**config.mk**
```make
export PLATFORM = sky130hd
export DESIGN_NAME = sub_result_stage
export DESIGN_NICKNAME = d
export VERILOG_FILES = /design/src/rtl/sub_result_stage.sv
export SDC_FILE = /design/constraint.sdc
export NUM_CORES = 1
export LEC_CHECK = 0
export ABC_CLOCK_PERIOD_IN_PS = 2700
export CORE_AREA = 3 3 56 58
export CTS_CLUSTER_DIAMETER = 30
export DETAILED_ROUTE_END_ITERATION = 10
export DIE_AREA = 0 0 59 61
export PLACE_DENSITY = 0.86
export SETUP_SLACK_MARGIN = 0.5
export SLEW_MARGIN = 20
export SYNTH_ARGS = -nofsm -noshare
export SYNTH_HDL_FRONTEND = slang
export SYNTH_SLANG_ARGS = --single-unit
```
**constraint.sdc**
```tcl
create_clock -name clk -period 2.7 [get_ports clk]
set_input_delay 0.405 -clock clk [delete_from_list [all_inputs] [get_ports clk]]
set_output_delay 0.405 -clock clk [all_outputs]
set_load 0.02 [all_outputs]
```
**src/rtl/sub_result_stage.sv**
```systemverilog
// Registered result stage behind the 3-bit subtractor: flags, reference check,
// a small FIFO toward the ALU output mux, a saturating borrow counter and a sticky error flag.
module sub_result_stage #(
   parameter int DEPTH = 2,
   parameter int CNT_W = 8
) (
   input  logic             clk,
   input  logic             rst,
   input  logic             in_valid,
   output logic             in_ready,
   input  logic [2:0]       in_a,
   input  logic [2:0]       in_b,
   input  logic [3:0]       in_res,
   output logic             out_valid,
   input  logic             out_ready,
   output logic [2:0]       out_diff,
   output logic             out_c,
   output logic             out_n,
   output logic             out_z,
   output logic             out_v,
   output logic             out_mis,
   output logic             err_sticky,
   output logic [CNT_W-1:0] borrow_cnt
);

   localparam int PTR_W = (DEPTH > 1) ? $clog2(DEPTH) : 1;
   localparam logic [PTR_W:0] FULL_CNT = (PTR_W+1)'(DEPTH);

   logic [7:0]       mem_q [DEPTH];
   logic [PTR_W-1:0] wr_ptr_q, wr_ptr_d;
   logic [PTR_W-1:0] rd_ptr_q, rd_ptr_d;
   logic [PTR_W:0]   count_q, count_d;
   logic             err_q, err_d;
   logic [CNT_W-1:0] cnt_q, cnt_d;
   logic             push, pop;
   logic [7:0]       entry;
   logic [7:0]       head;
   logic             ovf, mis;

   // A - B computed as A + ~B + 1, so bit 3 is carry-out (1 = no borrow).
   function automatic logic [3:0] sub_ref(input logic [2:0] a, input logic [2:0] b);
      return {1'b0, a} + {1'b0, ~b} + 4'd1;
   endfunction

   function automatic logic [CNT_W-1:0] sat_inc(input logic [CNT_W-1:0] v);
      return (&v) ? v : v + 1'b1;
   endfunction

   assign in_ready  = (count_q != FULL_CNT);
   assign out_valid = (count_q != '0);
   assign push      = in_valid && in_ready;
   assign pop       = out_valid && out_ready;

   // Entry layout: {mis, v, z, n, c, diff[2:0]}.
   always_comb begin
      ovf   = (in_a[2] != in_b[2]) && (in_res[2] != in_a[2]);
      mis   = (in_res != sub_ref(in_a, in_b));
      entry = {mis, ovf, (in_res[2:0] == 3'd0), ~in_res[3], in_res[3], in_res[2:0]};
   end

   always_comb begin
      wr_ptr_d = wr_ptr_q;
      rd_ptr_d = rd_ptr_q;
      count_d  = count_q;
      err_d    = err_q;
      cnt_d    = cnt_q;
      if (push) begin
         wr_ptr_d = wr_ptr_q + 1'b1;
         if (entry[7]) err_d = 1'b1;
         if (!in_res[3]) cnt_d = sat_inc(cnt_q);
      end
      if (pop) rd_ptr_d = rd_ptr_q + 1'b1;
      if (push && !pop) count_d = count_q + 1'b1;
      else if (pop && !push) count_d = count_q - 1'b1;
   end

   always_ff @(posedge clk) begin
      if (rst) begin
         wr_ptr_q <= '0;
         rd_ptr_q <= '0;
         count_q  <= '0;
         err_q    <= 1'b0;
         cnt_q    <= '0;
      end else begin
         wr_ptr_q <= wr_ptr_d;
         rd_ptr_q <= rd_ptr_d;
         count_q  <= count_d;
         err_q    <= err_d;
         cnt_q    <= cnt_d;
      end
   end

   // Storage carries no reset; contents are only observed while out_valid is high.
   always_ff @(posedge clk) begin
      if (push) mem_q[wr_ptr_q] <= entry;
   end

   always_comb begin
      head = out_valid ? mem_q[rd_ptr_q] : 8'h00;
      out_diff = head[2:0];
      out_c    = head[3];
      out_n    = head[4];
      out_z    = head[5];
      out_v    = head[6];
      out_mis  = head[7];
   end

   assign err_sticky = err_q;
   assign borrow_cnt = cnt_q;

endmodule

```
==> metrics <==
total global-route track usage approximately 17%; largest net degree at the start of global routing 15; DRT Wirelength 2604 µm; WL/cell 13.42 µm; kind of critical path flop to output pin; die width 59 µm; pre-CTS setup slack 0.4441 ns; iteration count of the initial detailed-routing pass 4; Req. time, crit path roughly 2.3 ns; die height 61 µm; worst clock skew approximately 0.0083 ns; Pleak 0.6394 nW; Slew HR 67.61%; Synth Warn # 0; Clock Root Buffer clkbuf_4; Pwr Total 0.001418 W; hold path cells 2; CTS tree yes; min Tclk post-route 2.076 ns; CP peak stage delay 0.55 ns; FFs w/ async S/R, synth 0%; top_reg_cell synth edfxtp_1; worst min-delay path category flop to flop; initial antenna violation count 0; r2r worst-path depth 5; mean area per synthesized cell approximately 11 µm²; antenna viol nets, final 0; Port Buffers 32; crit-path cells or2b_2, clkdlybuf4s50_1; Clock transition at path regs 0.09 ns; Final Hold Violating Endpoints 0; Seq/Total Area, Yosys 54.43%; max-cap violation count 0; row count 19; FMAX between 400 and 500 MHz; Vias 1040; cell count after synthesis 125; area of the mapped netlist 1398 µm²; worst-skew pair later-pin latency about 0.32 ns; Sum Neg Setup Slack 0 ns; final setup violation count 0; DIE AREA 3599 µm²; Worst EP arrival 1.67 ns; share of cells above drive strength 1 6.135%; area grow syn2layout 29.01%; Detailed Route Iter0 Violations 27; CP max-delay cell clkdlybuf4s50_1; Worst path top cell family by delay buffers and inverters; Cell variety after synth 26; Setup crit end kind output pin; GPL Wtd Cong roughly 0.76; Core ar. between 2000 and 3000 µm²; first-pass GRT wire length 4471 µm; Final nets 182; maximum clock insertion buffer count 2; dpl hpwl 1982 µm; RSZ-0062 raised after global routing false; Starting Density approximately 52%; H-tree Lvls 2; Tcrit/Tclk final between 70% and 80%; Sink Count 30; Worst path depth 2; CTS Buf Count 5; grt ovf 0; flops & latches, synth 30; run status finished clean; worst setup margin 0.6240 ns; Crit path buffers/inverters 1; io pins 33; number of enable flip-flop cells after synthesis 16; Residual DRC 0; hold_buf cts 0; Slew @ Worst Pin ~0.48 ns; vias in the first global route ~1000; antenna cells 0; Peak VDD IR slightly below 0.5 mV; syn_nets 145; Via-to-Cell Ratio 5.361; crit-path max FO 5; max-slew violation count 0; startpoint types flop; Pwr Density 786.6 nW/µm²
## report_power, final
group | internal, W | total (W) | switching, W | leakage, nW
sequential | 0.000559 | 0.000624 | 0.0000651 | 0.262
clock | 0.000104 | 0.000233 | 0.000130 | 0.0265
combinational | 0.000269 | 0.000560 | 0.000292 | 0.351
## Yosys cell counts, types with 2 or more instances
cell      number  area share, %
nand3_1        4            1.4
nor2_1        18            4.8
nand4_1        2           0.90
dfxtp_1       14             20
xnor2_1        5            3.1
o31ai_1        3            1.6
or3_1          4            1.8
xor2_1         6            3.8
inv_1          7            1.9
ha_1           5            4.5
or4_1          3            1.6
clkbuf_1       2           0.54
a21oi_1        8            2.9
o21ai_0        6            2.1
nand2_1        4            1.1
mux2i_1        9            6.4
edfxtp_1      16             34
## timing repair
action / in CTS / in global routing
endpoints found under the setup margin: 9 / 9
gates resized for setup: 2 / 1
buffers inserted: 0 / 0
## logic make-up (layout without fill, tap and decap cells)
| logic type | after synthesis | count (layout) | share of synthesized area [%] |
|---|---|---|---|
| simple gates | 40 | 40 | 13.97 |
| buf+inv | 10 | 48 | 3.223 |
| flops | 30 | 30 | 54.43 |
| xor+xnor | 11 | 11 | 6.893 |
| fa+ha+maj | 6 | 6 | 5.909 |
| mux | 9 | 9 | 6.446 |
| compound gates | 19 | 19 | 9.132 |
## registers in the layout (all words and copies together), names as in the netlist, named ones only
register	flops
err_sticky	1
wr_ptr_q	1
rd_ptr_q	1
mem_q	16
borrow_cnt	8
count_q	2
## worst reg2reg max path, delay by kind of cell, from the launching register on
family | cells | cell delay, ns
flip-flops | 1 | 0.43
adder cells (fa/ha/maj) | 1 | 0.34
AND/OR/NAND/NOR | 3 | 1.00
AO/OA/AOI/OAI | 1 | 0.14
## metrics by stage
stage	hold WS, ns	util [%]	instance area [µm²]	cells
finish	0.5118	66.53	1803	194
CTS	0.5126	66.34	1798	194
floorplan	0.4725	-	1398	125
global route	0.5407	66.53	1803	194
global placement	0.4780	64.40	1745	186
detailed placement	0.4991	64.40	1745	186
## placed cells by master (no fill, tap or decap)
cell              n
clkdlybuf4s50_1  32
nor2_1           17
edfxtp_1         16
dfxtp_1          13
mux2i_1           9
a21oi_1           8
inv_1             7
o21ai_0           6
xor2_1            6
xnor2_1           5
ha_1              5
clkbuf_4          5
nand2_1           4
nand3_1           4
or3_1             4
o31ai_1           3
or4_1             3
clkbuf_1          3
nand4_1           2
or2b_2            1
and2_0            1
nor2_4            1
nor3_1            1
and3_1            1
nor2b_1           1
o2111ai_4         1
a311oi_1          1
fa_1              1
dfxtp_2           1
buf_4             1
## routing by layer
metal	global-route usage, %	share of wire, %	wire length [µm]	up-vias
li1	-	-	-	519
met2	29.50	54	1402	30
met1	19.16	40	1029	486
met4	7.443	1.7	43	0
met3	5.319	5.0	129	5
met5	0	0	0	-
## worst paths after layout
| kind | from | end | slack [ns] |
|---|---|---|---|
| max | count_q[1] | in_ready | 0.62 |
| min | borrow_cnt[6] | borrow_cnt[6] | 0.51 |
| max reg2reg | count_q[1] | count_q[1] | 0.71 |
| min reg2reg | borrow_cnt[6] | borrow_cnt[6] | 0.51 |
## final cells by class
cell class                 count  area [µm²]
tap                           31       38.79
sequential                    30       762.0
clock buffer                   8       48.80
inverter                       7       26.28
timing repair buffer          33       327.8
multi-input combinational     85       599.3
fill                         218       907.1
No activity file was read; power rests on OpenSTA's default activity.
